### src/rtl/sdram_accel_sequencer.sv
// sdram_accel_sequencer
// ---------------------
// Converts one accelerator burst request into an SDRAM bus-ownership
// handshake plus the command sequence ACTIVE, READ/WRITE, BURST TERMINATE,
// PRECHARGE ALL. It then releases the bus. The device is assumed to be
// running the camera mode register (CAS latency 3, full-page burst) while
// the accelerator owns the bus.
//
// Ports
//   clk, Reset_N           clock; asynchronous active-low reset
//   AccelHasControl        arbiter grant (input)
//   RequestAccelControl    ownership request to the arbiter
//   start/wr/bank/row/col/len   request; len=0 encodes 256 words
//   busy, done, err        status; err qualifies done (grant lost)
//   wdata, wreq            write word, consumed in every wreq cycle
//   rdata, rvalid          registered read word stream
//   dq_in, dq_out, dq_oe   SDRAM data pins
//   *_accel                SDRAM command bus toward the arbiter mux
//   state_dbg              current FSM state, for observation only
//
// Handshakes: start is taken only in a cycle where busy=0, and busy stays
// high until the done pulse. wreq means "wdata is consumed this cycle", so
// the source must present the next word in that same cycle. rvalid marks a
// valid rdata for exactly one cycle and cannot be stalled.
//
// All command-bus and status outputs come straight from flops. Each one is
// computed from the next state, so the arbiter mux sees glitch-free values.
module sdram_accel_sequencer #(
    parameter int T_RCD   = 2,
    parameter int T_RP    = 2,
    parameter int CAS_LAT = 3
) (
    input  logic        clk,
    input  logic        Reset_N,
    input  logic        AccelHasControl,
    output logic        RequestAccelControl,
    input  logic        start,
    input  logic        wr,
    input  logic [1:0]  bank,
    input  logic [11:0] row,
    input  logic [7:0]  col,
    input  logic [7:0]  len,
    output logic        busy,
    output logic        done,
    output logic        err,
    input  logic [15:0] wdata,
    output logic        wreq,
    output logic [15:0] rdata,
    output logic        rvalid,
    input  logic [15:0] dq_in,
    output logic [15:0] dq_out,
    output logic        dq_oe,
    output logic [11:0] SA_accel,
    output logic [1:0]  BA_accel,
    output logic [1:0]  CS_N_accel,
    output logic        CKE_accel,
    output logic        RAS_N_accel,
    output logic        CAS_N_accel,
    output logic        WE_N_accel,
    output logic [1:0]  DQM_accel,
    output logic [3:0]  state_dbg
);

    typedef enum logic [3:0] {
        S_IDLE, S_REQ, S_ACT, S_TRCD, S_RW, S_DATA, S_BST, S_PRE, S_TRP, S_DONE
    } state_t;

    // {RAS_N, CAS_N, WE_N}
    localparam logic [2:0] CMD_NOP = 3'b111;
    localparam logic [2:0] CMD_ACT = 3'b011;
    localparam logic [2:0] CMD_RD  = 3'b101;
    localparam logic [2:0] CMD_WR  = 3'b100;
    localparam logic [2:0] CMD_BST = 3'b110;
    localparam logic [2:0] CMD_PRE = 3'b010;

    // The ACT and PRE cycles themselves count as the first wait cycle.
    localparam logic [7:0] TRCD_LD = (T_RCD > 1) ? 8'(T_RCD - 2) : 8'd0;
    localparam logic [7:0] TRP_LD  = (T_RP  > 1) ? 8'(T_RP  - 2) : 8'd0;

    state_t       state_q, state_d;
    logic [7:0]   cnt_q, cnt_d;
    logic         wr_q;
    logic [1:0]   bank_q;
    logic [11:0]  row_q;
    logic [7:0]   col_q, len_q;
    logic         lat, abort;
    logic [7:0]   len_m1;
    logic [8:0]   len_eff;
    logic [8:0]   rv_left_q;
    logic         rd_done;
    logic         issue_q;
    logic [CAS_LAT-1:0] rd_pipe;

    logic [2:0]   cmd_d;
    logic [11:0]  sa_d;
    logic [1:0]   ba_d, dqm_d;
    logic         req_d, busy_d, done_d, err_d, wreq_d, oe_d, issue_d;

    assign len_m1     = len_q - 8'd1;              // 0 -> 255, i.e. 256 words
    assign len_eff    = (len_q == 8'd0) ? 9'd256 : {1'b0, len_q};
    // True once every expected rvalid has fired, counting one that fires now.
    assign rd_done    = (rv_left_q == 9'd0) || ((rv_left_q == 9'd1) && rvalid);
    assign dq_out     = wdata;
    assign CKE_accel  = 1'b1;
    assign CS_N_accel = 2'b00;
    assign state_dbg  = state_q;

    always_comb begin
        state_d = state_q;
        cnt_d   = cnt_q;
        lat     = 1'b0;
        abort   = 1'b0;
        case (state_q)
            S_IDLE, S_DONE: begin
                state_d = S_IDLE;
                if (start) begin
                    lat     = 1'b1;
                    state_d = S_REQ;
                end
            end
            S_REQ:  if (AccelHasControl) state_d = S_ACT;
            S_ACT: begin
                if (T_RCD > 1) begin
                    state_d = S_TRCD;
                    cnt_d   = TRCD_LD;
                end else begin
                    state_d = S_RW;
                end
            end
            S_TRCD: begin
                if (cnt_q == 8'd0) state_d = S_RW;
                else               cnt_d   = cnt_q - 8'd1;
            end
            S_RW: begin
                // The READ/WRITE cycle already covers the first word.
                if (len_m1 == 8'd0) begin
                    state_d = S_BST;
                end else begin
                    state_d = S_DATA;
                    cnt_d   = len_m1 - 8'd1;
                end
            end
            S_DATA: begin
                if (cnt_q == 8'd0) state_d = S_BST;
                else               cnt_d   = cnt_q - 8'd1;
            end
            S_BST: state_d = S_PRE;
            S_PRE: begin
                cnt_d = TRP_LD;
                if (T_RP == 1 && rd_done) state_d = S_DONE;
                else                      state_d = S_TRP;
            end
            S_TRP: begin
                if (cnt_q != 8'd0) cnt_d   = cnt_q - 8'd1;
                else if (rd_done)  state_d = S_DONE;
            end
            default: state_d = S_IDLE;
        endcase

        // Losing the grant while commands are in flight ends the transaction
        // with no precharge: the bus already belongs to someone else.
        if ((state_q inside {S_ACT, S_TRCD, S_RW, S_DATA, S_BST, S_PRE, S_TRP})
            && !AccelHasControl) begin
            abort   = 1'b1;
            state_d = S_DONE;
        end

        cmd_d   = CMD_NOP;
        sa_d    = 12'h000;
        ba_d    = 2'b00;
        dqm_d   = 2'b11;
        req_d   = 1'b0;
        busy_d  = 1'b0;
        done_d  = 1'b0;
        err_d   = 1'b0;
        wreq_d  = 1'b0;
        oe_d    = 1'b0;
        issue_d = 1'b0;
        case (state_d)
            S_REQ, S_TRCD, S_TRP: begin
                req_d  = 1'b1;
                busy_d = 1'b1;
            end
            S_ACT: begin
                req_d  = 1'b1;
                busy_d = 1'b1;
                cmd_d  = CMD_ACT;
                sa_d   = row_q;
                ba_d   = bank_q;
            end
            S_RW, S_DATA: begin
                req_d   = 1'b1;
                busy_d  = 1'b1;
                dqm_d   = 2'b00;
                wreq_d  = wr_q;
                oe_d    = wr_q;
                issue_d = !wr_q;
                if (state_d == S_RW) begin
                    cmd_d = wr_q ? CMD_WR : CMD_RD;
                    sa_d  = {4'b0000, col_q};   // A10=0: no auto-precharge
                    ba_d  = bank_q;
                end
            end
            S_BST: begin
                req_d  = 1'b1;
                busy_d = 1'b1;
                cmd_d  = CMD_BST;
            end
            S_PRE: begin
                req_d  = 1'b1;
                busy_d = 1'b1;
                cmd_d  = CMD_PRE;
                sa_d   = 12'h400;               // A10=1: all banks
            end
            S_DONE: begin
                done_d = 1'b1;
                err_d  = abort;
            end
            default: ;
        endcase
    end

    always_ff @(posedge clk or negedge Reset_N) begin
        if (!Reset_N) begin
            state_q             <= S_IDLE;
            cnt_q               <= 8'd0;
            wr_q                <= 1'b0;
            bank_q              <= 2'b00;
            row_q               <= 12'h000;
            col_q               <= 8'd0;
            len_q               <= 8'd0;
            rv_left_q           <= 9'd0;
            issue_q             <= 1'b0;
            rd_pipe             <= '0;
            RequestAccelControl <= 1'b0;
            busy                <= 1'b0;
            done                <= 1'b0;
            err                 <= 1'b0;
            wreq                <= 1'b0;
            dq_oe               <= 1'b0;
            rvalid              <= 1'b0;
            rdata               <= 16'h0000;
            SA_accel            <= 12'h000;
            BA_accel            <= 2'b00;
            RAS_N_accel         <= 1'b1;
            CAS_N_accel         <= 1'b1;
            WE_N_accel          <= 1'b1;
            DQM_accel           <= 2'b11;
        end else begin
            state_q <= state_d;
            cnt_q   <= cnt_d;
            if (lat) begin
                wr_q   <= wr;
                bank_q <= bank;
                row_q  <= row;
                col_q  <= col;
                len_q  <= len;
            end

            // Read data tracking runs apart from the command FSM. One bit per
            // issued read column walks through a CAS_LAT-deep pipe, then
            // flags the cycle the device drives that word.
            issue_q <= issue_d;
            if (abort) begin
                rd_pipe   <= '0;
                rvalid    <= 1'b0;
                rv_left_q <= 9'd0;
            end else begin
                rd_pipe <= (rd_pipe << 1) | CAS_LAT'(issue_q);
                rvalid  <= rd_pipe[CAS_LAT-1];
                if (rd_pipe[CAS_LAT-1]) rdata <= dq_in;
                if (state_d == S_RW && !wr_q) rv_left_q <= len_eff;
                else if (rvalid && rv_left_q != 9'd0) rv_left_q <= rv_left_q - 9'd1;
            end

            RequestAccelControl <= req_d;
            busy                <= busy_d;
            done                <= done_d;
            err                 <= err_d;
            wreq                <= wreq_d;
            dq_oe               <= oe_d;
            SA_accel            <= sa_d;
            BA_accel            <= ba_d;
            {RAS_N_accel, CAS_N_accel, WE_N_accel} <= cmd_d;
            DQM_accel           <= dqm_d;
        end
    end

endmodule
### config.mk
export PLATFORM = sky130hd
export DESIGN_NAME = sdram_accel_sequencer
export DESIGN_NICKNAME = d
export VERILOG_FILES = /design/src/rtl/sdram_accel_sequencer.sv
export SDC_FILE = /design/constraint.sdc
export NUM_CORES = 1
export LEC_CHECK = 0
export ABC_AREA = 1
export CORE_ASPECT_RATIO = 1.5
export CORE_UTILIZATION = 50
export DETAILED_ROUTE_END_ITERATION = 8
export DONT_BUFFER_PORTS = 1
export SETUP_SLACK_MARGIN = 0.1
export SYNTH_ARGS = -nofsm -noshare
export SYNTH_HDL_FRONTEND = slang
export SYNTH_SLANG_ARGS = --single-unit
export TNS_END_PERCENT = 20
### constraint.sdc
create_clock -name clk -period 3.8 [get_ports clk]
set_input_delay 0.19 -clock clk [delete_from_list [all_inputs] [get_ports clk]]
set_output_delay 0.19 -clock clk [all_outputs]
set_load 0.1 [all_outputs]
==> metrics.txt <==
Cell Pwr Density roughly 1000 mW/mm^2; Die Y around 120 um; CTS tree built; CP Cell Sequence inv_1, ha_1, inv_1, nand2_1, nand2_1, nor2_1, nand3_1, nor2_1, nand2_1, nand2_1, nand3_1, nor2_1, nand2_1, a21boi_1; slowest CP cell nor2_1; starting density of the core ~51%; endpoints failing setup 0; CP Buf/Inv Count 2; fin crit share 72.2%; crit-path leading delay family simple AND/OR/NAND/NOR gates; RSZ-0062 raised after global routing false; Achievable Freq between 300 and 400 MHz; most common cell after layout, fill and taps aside nand2_1; clock transition at the registers of the reported paths 0.07 ns; relative slew slack between 30% and 40%; yosys synthesis warning count 0; cell count after synthesis 540; Syn Area/Cell ~8.8 um^2; CTS Hold Bufs 39; pin count of the biggest net entering global routing between 90 and 100; I/O Pins 132; outcome finished clean; Nets between 600 and 700; Post-synth EDFFs 0; DIE WIDTH 81.6 um; count of different cell masters after synthesis 41; post_cts resized 0; Async S/R FF share, synth 100%; HPWL after DPL 6910 um; Post-CTS Setup Bufs 0; R2R Path Start len_q[0]; critical setup path kind reg2reg; via count about 3500; Residual DRC 0; hold path startpoint len[5]; clk buf depth 2; final WL ~10000 um; Reg2Reg Depth 14; crit path time final between 2 and 3 ns; Crit path top cell by count nand2_1; H-tree level count 3; Setup Skew between 0.008 and 0.009 ns; max cap viols 0; Final Wtd Congestion around 0.87; CP max FO 12; measured slew at the worst slew-check pin ~0.96 ns; Worst setup EP type flop; Routed wire per std cell roughly 15 um; Crit Reg-Reg Endpoint BA_accel[0]; most frequent cells in the layout nand2_1, dfrtp_1, nor2_1; Avg Vias per Cell between 5 and 6; CTS Root Cell clkbuf_16; number of global-route vias before repair roughly 3600; DRT Pass-1 Iters 4; dpl cells 624; P&R area growth vs syn 13.7%; DR iter-0 viols 187; fin util between 50% and 60%; Post-Syn Area 0.00475 mm^2; startpoint types flop; final antenna-violating net count 0; Total GRT Usage a little under a quarter; Non-Filler Instances 680; setup TNS 0 ns; hold path cells 2; Fin. Hold Viols 0; hold worst-path end len_q[5]; path category of the worst min-delay check in2reg; GRT overflow 0; Clk Latency, worst-skew pair 0.35 ns; max-slew violations 0; # port buffers 0; global-route wire length before repair between 15000 and 20000 um; r2r setup slk 1.06 ns; CP required slightly above 4 ns; arrival time at the worst endpoint 3.01 ns; Leakage around 2.7 nW; VDD IR max between 0.0005 and 0.0006 V; row count 43; initial antenna violation count 1; layout cell share with drive strength beyond 1 14.5%; sequential cell area fraction in the yosys report between 50% and 60%; Num Clock Sinks between 90 and 100; Die Footprint a little under 0.01 mm^2; CTS Buf Count 9; Core Area around 0.0093 mm^2; CP max stage delay 0.66 ns; #FFs+latches synth 95; Main synth FF type dfrtp_1
[metal layers]
metal  vias up  part of all wire [%]  global-route usage (%)
li1       1740                     -                       -
met1      1682                    40                    27.7
met2        82                    52                    37.2
met3        24                   5.8                    5.71
met4         0                   2.5                    11.3
met5         -                     0                       0
[power by group]
group	leakage, nW	switching [mW]	internal, mW
Clock	0.147	0.399	0.515
Combinational	1.41	1.23	0.687
Sequential	1.16	1.42	1.41
[worst max path at each step]
stage | start | cells after the start | slack (ns) | endpoint
floorplan | state_dbg[1] | 13 | 1.12 | cnt_q[6]
CTS | len_q[0] | 14 | 1.12 | BA_accel[1]
detailed placement | len_q[0] | 14 | 1.10 | BA_accel[1]
global placement | state_dbg[0] | 12 | 1.16 | cnt_q[6]
global route | len_q[0] | 16 | 0.75 | rv_left_q[8]
finish | len_q[0] | 14 | 1.06 | BA_accel[0]
[cell families (layout without fill, tap and decap cells)]
group	Yosys count	count (layout)	synth area share (%)
and+or+nand+nor	273	273	26.1
xor gates and xnor gates	13	13	2.40
other	2	4	0.158
muxes	19	19	4.50
DFF	95	95	50.1
adders and majority gates	6	6	1.58
buffers and inverters	86	112	9.24
AOI/OAI and AO/OA	46	46	5.87
[state kept, by name, indices dropped and copies added (netlist names)]
register     cells
CAS_N_accel      1
rvalid           1
col_q            8
issue_q          1
err              1
done             1
rdata           16
bank_q           2
rd_pipe          3
len_q            8
rv_left_q        9
WE_N_accel       1
cnt_q            8
SA_accel        12
DQM_accel        1
row_q           12
BA_accel         2
dq_oe            1
RAS_N_accel      1
state_dbg        4
wr_q             1
busy             1
[layout make-up]
cell class	instances	area, um^2
fill	821	3850
timing repair buffer	45	453
sequential	95	2380
inverter	51	191
multi-input combinational	360	1930
clock buffer	10	229
clock inverter	6	70.1
antenna	1	2.50
tap	112	140
[stage by stage]
step	hold WS (ns)	power, mW	cell area (um^2)	setup slack [ns]
after global routing	0.00877	6.00	5400	0.746
after floorplan	-0.106	4.44	4750	1.12
after detailed placement	-0.102	4.71	4690	1.10
after CTS	0.000147	5.68	5400	1.12
after global placement	-0.102	4.67	4690	1.16
final	0.00406	5.66	5400	1.06
[cell usage after synthesis, types with 2 or more instances]
library cell	number	share of area [%]
buf_2	3	0.32
nand2_1	147	12
dfrtp_1	91	48
inv_2	7	0.55
o21ai_1	9	0.95
nor2_4	3	0.71
dfstp_2	4	2.2
nor3_1	4	0.42
a21boi_1	2	0.32
ha_1	6	1.6
mux2_2	19	4.5
o21ai_0	6	0.63
conb_1	2	0.16
nand3_1	41	4.3
inv_1	42	3.3
nand2_4	2	0.47
clkbuf_1	2	0.16
clkinv_1	2	0.16
a21oi_1	15	1.6
o22ai_1	4	0.53
a21oi_2	2	0.37
nor2_1	47	3.7
xor2_1	11	2.0
nand3_2	2	0.42
buf_1	3	0.24
nand4_1	11	1.4
o21a_1	2	0.32
buf_4	24	3.8
buf_6	3	0.71
nor2_2	4	0.53
xnor2_1	2	0.37
o21ai_2	2	0.37
nand2_2	8	1.1
Note: power is estimated with default switching activity, not from simulation.
